`config.mk`:
```
export PLATFORM = sky130hd
export DESIGN_NAME = gerador_indice
export DESIGN_NICKNAME = d
export VERILOG_FILES = /design/src/rtl/gerador_indice.sv
export SDC_FILE = /design/constraint.sdc
export NUM_CORES = 1
export LEC_CHECK = 0
export ABC_CLOCK_PERIOD_IN_PS = 2900
export CORE_MARGIN = 2
export CORE_UTILIZATION = 48
export DETAILED_ROUTE_END_ITERATION = 10
export GPL_ROUTABILITY_DRIVEN = 0
export PLACE_DENSITY = 0.66
export SYNTH_ARGS = -nofsm -noshare
export SYNTH_HDL_FRONTEND = slang
export SYNTH_SLANG_ARGS = --single-unit
export TNS_END_PERCENT = 1
```
`constraint.sdc`:
```
create_clock -name clock -period 2.9 [get_ports clock]
set_input_delay 0.58 -clock clock [delete_from_list [all_inputs] [get_ports clock]]
set_output_delay 0.58 -clock clock [all_outputs]
set_load 0.01 [all_outputs]
```
`src/rtl/gerador_indice.sv`:
```
// gerador_indice: draws a pseudo-random question index that has not been used yet in the current game.
// Ports: clock/reset (sync, active-high); zeraI clears the used bitmap and aborts any search;
// contaI steps the LFSR; gera is the level request; indice/indiceReady hold the granted index;
// esgotado flags an exhausted pool; db_estado exposes the FSM state.
module gerador_indice #(
    parameter int N_PERGUNTAS = 16,
    parameter int IDX_W = 4
) (
    input  logic             clock,
    input  logic             reset,
    input  logic             zeraI,
    input  logic             contaI,
    input  logic             gera,
    output logic [IDX_W-1:0] indice,
    output logic             indiceReady,
    output logic             esgotado,
    output logic [3:0]       db_estado
);
    localparam int CW = $clog2(N_PERGUNTAS + 1);
    localparam logic [IDX_W:0] N_EXT = (IDX_W + 1)'(N_PERGUNTAS);
    localparam logic [IDX_W-1:0] ULTIMO = IDX_W'(N_PERGUNTAS - 1);
    localparam logic [CW-1:0] N_CNT = CW'(N_PERGUNTAS);

    typedef enum logic [1:0] {OCIOSO = 2'd0, PROCURA = 2'd1, PRONTO = 2'd2} estado_t;

    estado_t r_estado, w_proximo;
    logic [7:0] r_lfsr;
    logic [N_PERGUNTAS-1:0] r_usados;
    logic [CW-1:0] r_cont;
    logic [IDX_W-1:0] r_sonda, w_raw, w_cand;
    logic w_limpa, w_marca, w_avanca;

    // Fold raw LFSR bits that fall outside the pool back into range
    assign w_raw = r_lfsr[IDX_W-1:0];
    assign w_cand = ({1'b0, w_raw} >= N_EXT) ? w_raw - N_EXT[IDX_W-1:0] : w_raw;
    assign db_estado = {2'b00, r_estado};

    always_comb begin
        w_proximo = OCIOSO;
        case (r_estado)
            OCIOSO:  w_proximo = gera ? PROCURA : OCIOSO;
            PROCURA: w_proximo = !gera ? OCIOSO : (r_usados[r_sonda] ? PROCURA : PRONTO);
            PRONTO:  w_proximo = gera ? PRONTO : OCIOSO;
            default: w_proximo = OCIOSO;
        endcase
        // An exhausted pool is recycled at the moment a new request is accepted
        w_limpa = (r_estado == OCIOSO) && gera && esgotado;
        w_marca = (r_estado == PROCURA) && gera && !r_usados[r_sonda];
        w_avanca = (r_estado == PROCURA) && gera && r_usados[r_sonda];
    end

    always_ff @(posedge clock) begin
        if (reset) begin
            r_estado <= OCIOSO;
            r_lfsr <= 8'h01;
            r_usados <= '0;
            r_cont <= '0;
            r_sonda <= '0;
            indice <= '0;
            indiceReady <= 1'b0;
            esgotado <= 1'b0;
        end else begin
            // The LFSR keeps running through zeraI so game clears do not repeat sequences
            if (contaI)
                r_lfsr <= {r_lfsr[6:0], r_lfsr[7] ^ r_lfsr[5] ^ r_lfsr[4] ^ r_lfsr[3]};
            if (zeraI) begin
                r_estado <= OCIOSO;
                r_usados <= '0;
                r_cont <= '0;
                indice <= '0;
                indiceReady <= 1'b0;
                esgotado <= 1'b0;
            end else begin
                r_estado <= w_proximo;
                indiceReady <= (w_proximo == PRONTO);
                if (r_estado == OCIOSO && gera)
                    r_sonda <= w_cand;
                if (w_avanca)
                    r_sonda <= (r_sonda == ULTIMO) ? '0 : r_sonda + 1'b1;
                if (w_limpa) begin
                    r_usados <= '0;
                    r_cont <= '0;
                    esgotado <= 1'b0;
                end
                if (w_marca) begin
                    r_usados[r_sonda] <= 1'b1;
                    r_cont <= r_cont + 1'b1;
                    esgotado <= (r_cont + 1'b1 == N_CNT);
                    indice <= r_sonda;
                end
            end
        end
    end
endmodule

```
== Word level (Yosys, flattened, before mapping) ==
Cells that the tools add are included.
Widths: inputs -> output; s select.
Operators by class
  bitwise operators: 5
  equal/unequal tests: 5
  add/subtract/negate cells: 2
  reduce and logical (&&, ||, !) cells: 12
  order comparisons: 2
  multiplexer cells: 20
Operator list (number)
  $mux 16: 4
  $or 16x16->16: 1
  $mux 4: 3
  $mux 5: 2
  $logic_and 1x1->1: 6
  $mux 2: 3
  $pmux 2 s3: 1
  $add 5x1->5 const B: 1
  $eq 5x5->1 const B: 1
  $lt 4x5->1 const B: 1
  $mux 1: 5
  $add 4x1->4 const B: 1
  $bmux 1 s4: 1
  $demux 1 s4: 1
  $eq 2x2->1 const B: 2
  $eq 4x4->1 const B: 1
  $ge 4x1->1 const B: 1
  $reduce_bool 2->1: 2
  $xor 1x1->1: 3
  $eq 2x1->1 const B: 1
  $logic_not 2->1: 1
  $reduce_and 2->1: 1
  $reduce_or 2->1: 1
  $logic_not 1->1: 1
  $not 1->1: 1
Word-level totals
  output and inout bits: 10
  flip-flop bits (word level): 41
  word-level logic and storage cells: 54

== Longest topological paths before layout ==
Gate-level depths: netlist of run 1.
  depth after elaboration: 8
  depth in mapped cells: 8
  gate-level depth less buffers: 6

== Worst setup path after synthesis of run 1 ==
OpenSTA, ideal clock, no wires.
  path type: flip-flop to flip-flop
  start: reg r_sonda[1]
  end: reg r_usados[4]
  library setup time: 0.061 ns
  cell stages (with the launch flop): 8
  period minus slack after synthesis: 2.097 ns
  path slack: 0.803 ns
  path buffers: 2
  arrival time: 2.036 ns
  data required time: 2.839 ns
  cells stage by stage: dfxtp_1 -> buf_6 -> mux4_1 -> mux2_2 -> mux2i_4 -> and2b_4 -> buf_4 -> a32o_1
On the way
  cells in the longest elaborated chain, start to end: 6
  elaborated cells between the ends (all ways): 11
  those cells by class: 2 x order compare; 5 x mux; 1 x bitwise; 3 x reduce/logical
RTL lines
  start: declaration: RTL line 30  | logic [IDX_W-1:0] r_sonda, w_raw, w_cand;
  start signal: assignment: RTL line 77  | r_sonda <= w_cand;
  start signal: assignment: RTL line 79  | r_sonda <= (r_sonda == ULTIMO) ? '0 : r_sonda + 1'b1;
  $lt 4x5->1 (not written as such) / $ge 4x1->1 (equally long branches): RTL line 86  | r_usados[r_sonda] <= 1'b1;
  $logic_and 1x1->1 (not written as such): RTL line 86
  $mux 1 (not written as such): RTL line 86
  $demux 1 s4: RTL line 86
  $or 16x16->16 (no source line)
  $mux 16 (*): RTL line 85  | if (w_marca) begin
  end signal: assignment: RTL line 68  | r_usados <= '0;
  end signal: assignment: RTL line 81  | r_usados <= '0;
  end signal: indexed assignment: RTL line 86
  end: declaration: RTL line 28  | logic [N_PERGUNTAS-1:0] r_usados;
Mark *: on every way between the ends. The rest lies on a longest branch, timed or not. The select of a mux whose other input is x is not followed.
A chain may end at the register's enable or synchronous reset.

== Worst setup path after layout of run 1 ==
  start: reg r_sonda[1]
  end: reg esgotado
On the way
  cells in the longest elaborated chain, start to end: 5
  elaborated cells between the ends (all ways): 6
  those cells by class: 3 x mux; 3 x reduce/logical
RTL lines
  $bmux 1 s4 (*): RTL line 48  | w_marca = (r_estado == PROCURA) && gera && !r_usados[r_sonda];
  $mux 1 (not written as such) (*): RTL line 48
  $logic_not 1->1 (*): RTL line 48
  $logic_and 1x1->1 (*): RTL line 48
  $mux 1 / $reduce_bool 2->1 (equally long branches)
  end signal: assignment: RTL line 88  | esgotado <= (r_cont + 1'b1 == N_CNT);
  end: declaration: RTL line 16  | output logic esgotado,
Marks and branches as above.

==> metrics.md, run 1 <==
| Metric | Value |
|---|---|
| N_diodes | `0` |
| # Post-CTS Setup Buffers | `0` |
| Core ar. | `about 3700 µm²` |
| Mapped Area | `around 1900 µm²` |
| Gr usage total | `0.1938` |
| Worst EP arrival | `2740 ps` |
| Max-capacitance violation count | `0` |
| WP depth | `6` |
| DRC viols | `0` |
| Nets | `~210` |
| Post-synth top flop | `dfxtp_1` |
| Cell total after placement | `roughly 240` |
| Tightest Hold Check Type | `register to register` |
| Status | `complete, no violations` |
| Family with the most delay on the worst path | `multiplexers` |
| Commonest non-fill, non-tap cell in the layout | `dfxtp_1` |
| Drt first pass iters | `5` |
| Post-synth EDFFs | `0` |
| First-pass GRT wire length | `between 6000 and 7000 µm` |
| Worst slew pin tran | `around 570 ps` |
| Clock Power Share | `0.351` |
| Post-Place Setup Slack | `roughly 410 ps` |
| Vias in the first global route | `1369` |
| Avg WL per Cell | `15.31 µm` |
| RSZ-0062 raised after global routing | `false` |
| Routed vias | `~1500` |
| Layout cells sized above 1 | `0.09045` |
| Ys Warns | `0` |
| Beginning of the critical path | `r_sonda[1]$_SDFFE_PP0P_` |
| Buf/Inv on CP | `0` |
| Worst-path cell chain | `mux4_1, mux2_2, mux2i_4, and2b_4, o211ai_2, a21oi_1` |
| Slowest stage cell, crit path | `mux4_1` |
| Setup crit end kind | `register` |
| Largest net degree at the start of global routing | `24` |
| Post-DP HPWL | `roughly 2800 µm` |
| Bufs on Longest Clock Path | `2` |
| Total congestion overflow | `0` |
| CTS Hold Bufs | `0` |
| Seq/Total Area, Yosys | `0.4293` |
| WS Path Type | `register to register` |
| Minimum clock period | `around 2500 ps` |
| Reg-to-Reg End | `esgotado$_SDFFE_PP0P_` |
| Final Worst Setup Slack | `383.5 ps` |
| Initial Util | `0.5107` |
| Mean Syn Cell Area | `10.06 µm²` |
| CP max FO | `23` |
| CTS sink count | `roughly 40` |
| Routed Wire Length | `approximately 3800 µm` |
| Required time of the critical path | `approximately 3100 ps` |
| 1st-iter DRT viols | `57` |
| Final ANT Viol Nets | `0` |
| Synth Instances | `between 150 and 200` |
| Period utilization | `0.8678` |
| Comb power frac | `0.069` |
| Root buf cell | `clkbuf_8` |
| Flop pwr share | `0.580` |
| Num ports | `15` |
| Area post-placement | `roughly 2000 µm²` |
| R2r setup slk | `approximately 380 ps` |
| Clock skew | `between 5 and 6 ps` |
| Flops & latches, synth | `41` |
| Area grow syn2layout | `10.34%` |
| Die W | `roughly 67 µm` |
| Relative slew slack | `0.6227` |
| Die Y-Extent | `67.11 µm` |
| Fin. Hold Viols | `0` |
| Peak VDD IR | `around 0.31 mV` |
| Reg2reg start | `r_sonda[1]$_SDFFE_PP0P_` |
| Most frequent cells in the layout | `41 x dfxtp_1, 16 x a32o_1, 15 x nand2_1` |
| Setup violators final | `0` |
| Switching share of power | `0.2363` |
| F_max | `about 400 MHz` |
| Critical Path End | `esgotado$_SDFFE_PP0P_` |
| Design area | `~2100 µm²` |
| LEAKAGE | `0.0007984 µW` |
| CP Launch Type | `register` |
| Clock Pin Slew Worst Setup and Hold Paths | `around 70 ps` |
| Switching power | `236.5 µW` |
| Clk_lat worst skew | `290 ps` |
| CTS Buf Count | `5` |
| Initial antenna violation count | `0` |
| Non-filler instance count after layout | `~250` |
| Worst R2R Path Depth | `6` |
| Synth cell types | `42` |
| H-tree depth | `2` |
| Die footprint | `between 4000 and 5000 µm²` |
| Site row count | `22` |
| Resized cells post-CTS | `0` |
| Cell Pwr Density | `about 470 nW/µm²` |
| CTS tree | `built` |
| Vias per cell | `~6.0` |
| Slew Viols, Final | `0` |
| Post-synth ARST share | `0` |
| PortBufs | `12` |
| Setup TNS Final | `0 ps` |
| Largest stage delay, worst path | `approximately 630 ps` |
| Final core occ | `0.5635` |
| Internal | `764.2 µW` |
[power by group through the flow]
| stage | sequential [µW] | clock [µW] | combinational, µW |
|---|---|---|---|
| 6_report | 581 | 351 | 68.8 |
| 3_5_place_dp | 593 | 0 | 68.4 |
| 2_1_floorplan | 589 | 0 | 55.1 |
| 3_3_place_gp | 593 | 0 | 65.5 |
| 4_1_cts | 580 | 364 | 68.6 |
| 5_1_grt | 582 | 387 | 76.7 |
[how the worst min path moves through the flow]
stage	depth (start not counted)	startpoint	slack, ps	to
4_1_cts	1	r_usados[6]$_SDFF_PP0_	470	r_usados[6]$_SDFF_PP0_
3_3_place_gp	1	r_usados[2]$_SDFF_PP0_	440	r_usados[2]$_SDFF_PP0_
2_1_floorplan	1	r_usados[10]$_SDFF_PP0_	430	r_usados[10]$_SDFF_PP0_
6_report	1	r_usados[6]$_SDFF_PP0_	470	r_usados[6]$_SDFF_PP0_
5_1_grt	1	r_usados[14]$_SDFF_PP0_	490	r_usados[14]$_SDFF_PP0_
3_5_place_dp	1	r_usados[6]$_SDFF_PP0_	450	r_usados[6]$_SDFF_PP0_
[flip-flops by register name, indices dropped and copies added (netlist names)]
| name | flops |
|---|---|
| esgotado | 1 |
| indiceReady | 1 |
| r_lfsr | 8 |
| r_usados | 16 |
| r_estado | 2 |
| r_cont | 5 |
| r_sonda | 4 |
| indice | 4 |
[metal layers]
metal / GRT usage / vias to the layer above / part of all wire / wire length, µm
met5: 0 / - / 0 / 0
met4: 0.07908 / 0 / 0.016 / 60
met3: 0.05574 / 5 / 0.038 / 144
met2: 0.3354 / 21 / 0.50 / 1883
met1: 0.2233 / 726 / 0.45 / 1693
li1: - / 721 / - / -
[cell type report]
class / count / area, µm²
sequential: 41 / 820.8
fill: 337 / 1634
multi-input combinational: 130 / 988.4
clock inverter: 2 / 10.01
tap: 48 / 60.06
inverter: 6 / 22.52
timing repair buffer: 14 / 135.1
clock buffer: 6 / 72.57
[synth_stat cells (all sizes together) (3+ instances only)]
| cell type | count | area, µm² |
|---|---|---|
| nand2 | 15 | 56.30 |
| a32o | 16 | 160.2 |
| a21oi | 11 | 58.81 |
| clkbuf | 6 | 22.52 |
| dfxtp | 41 | 820.8 |
| ha | 6 | 75.07 |
| o21ai | 12 | 60.06 |
| nor2 | 10 | 37.54 |
| inv | 6 | 22.52 |
| nand3 | 7 | 40.04 |
| xnor2 | 3 | 26.28 |
| nor3 | 5 | 25.02 |
| mux4 | 4 | 101.4 |
| and3 | 6 | 37.54 |
| buf | 8 | 61.30 |
| nand3b | 3 | 22.52 |
| mux2i | 12 | 132.6 |
[cell families after synthesis]
| kind of cell | synth area share |
|---|---|
| AOI/OAI and AO/OA | 0.1819 |
| xor gates and xnor gates | 0.01375 |
| other | 0.001961 |
| buffers and inverters | 0.05562 |
| adders and majority gates | 0.03927 |
| and+or+nand+nor | 0.1440 |
| muxes | 0.1342 |
| DFF | 0.4293 |
[metrics by stage]
| stage | hold slack, ps | total power (µW) |
|---|---|---|
| 6_report | 467.3 | 1001 |
| 4_1_cts | 468.8 | 1013 |
| 3_5_place_dp | 451.6 | 661.7 |
| 2_1_floorplan | 433.6 | 643.7 |
| 5_1_grt | 487.3 | 1046 |
| 3_3_place_gp | 440.2 | 658.6 |
(Power assumes the default switching activity.)
==> run 2: changes to the inputs <==
--- a/constraint.sdc
+++ b/constraint.sdc
@@ -3,2 +3,2 @@
 set_output_delay 0.58 -clock clock [all_outputs]
-set_load 0.01 [all_outputs]
+set_load 0.05 [all_outputs]
==> results of run 2 <==
The final DEF is identical to that of run 1. Status: complete, no violations.
Among the figures that moved: total power 1001 µW -> 1008 µW
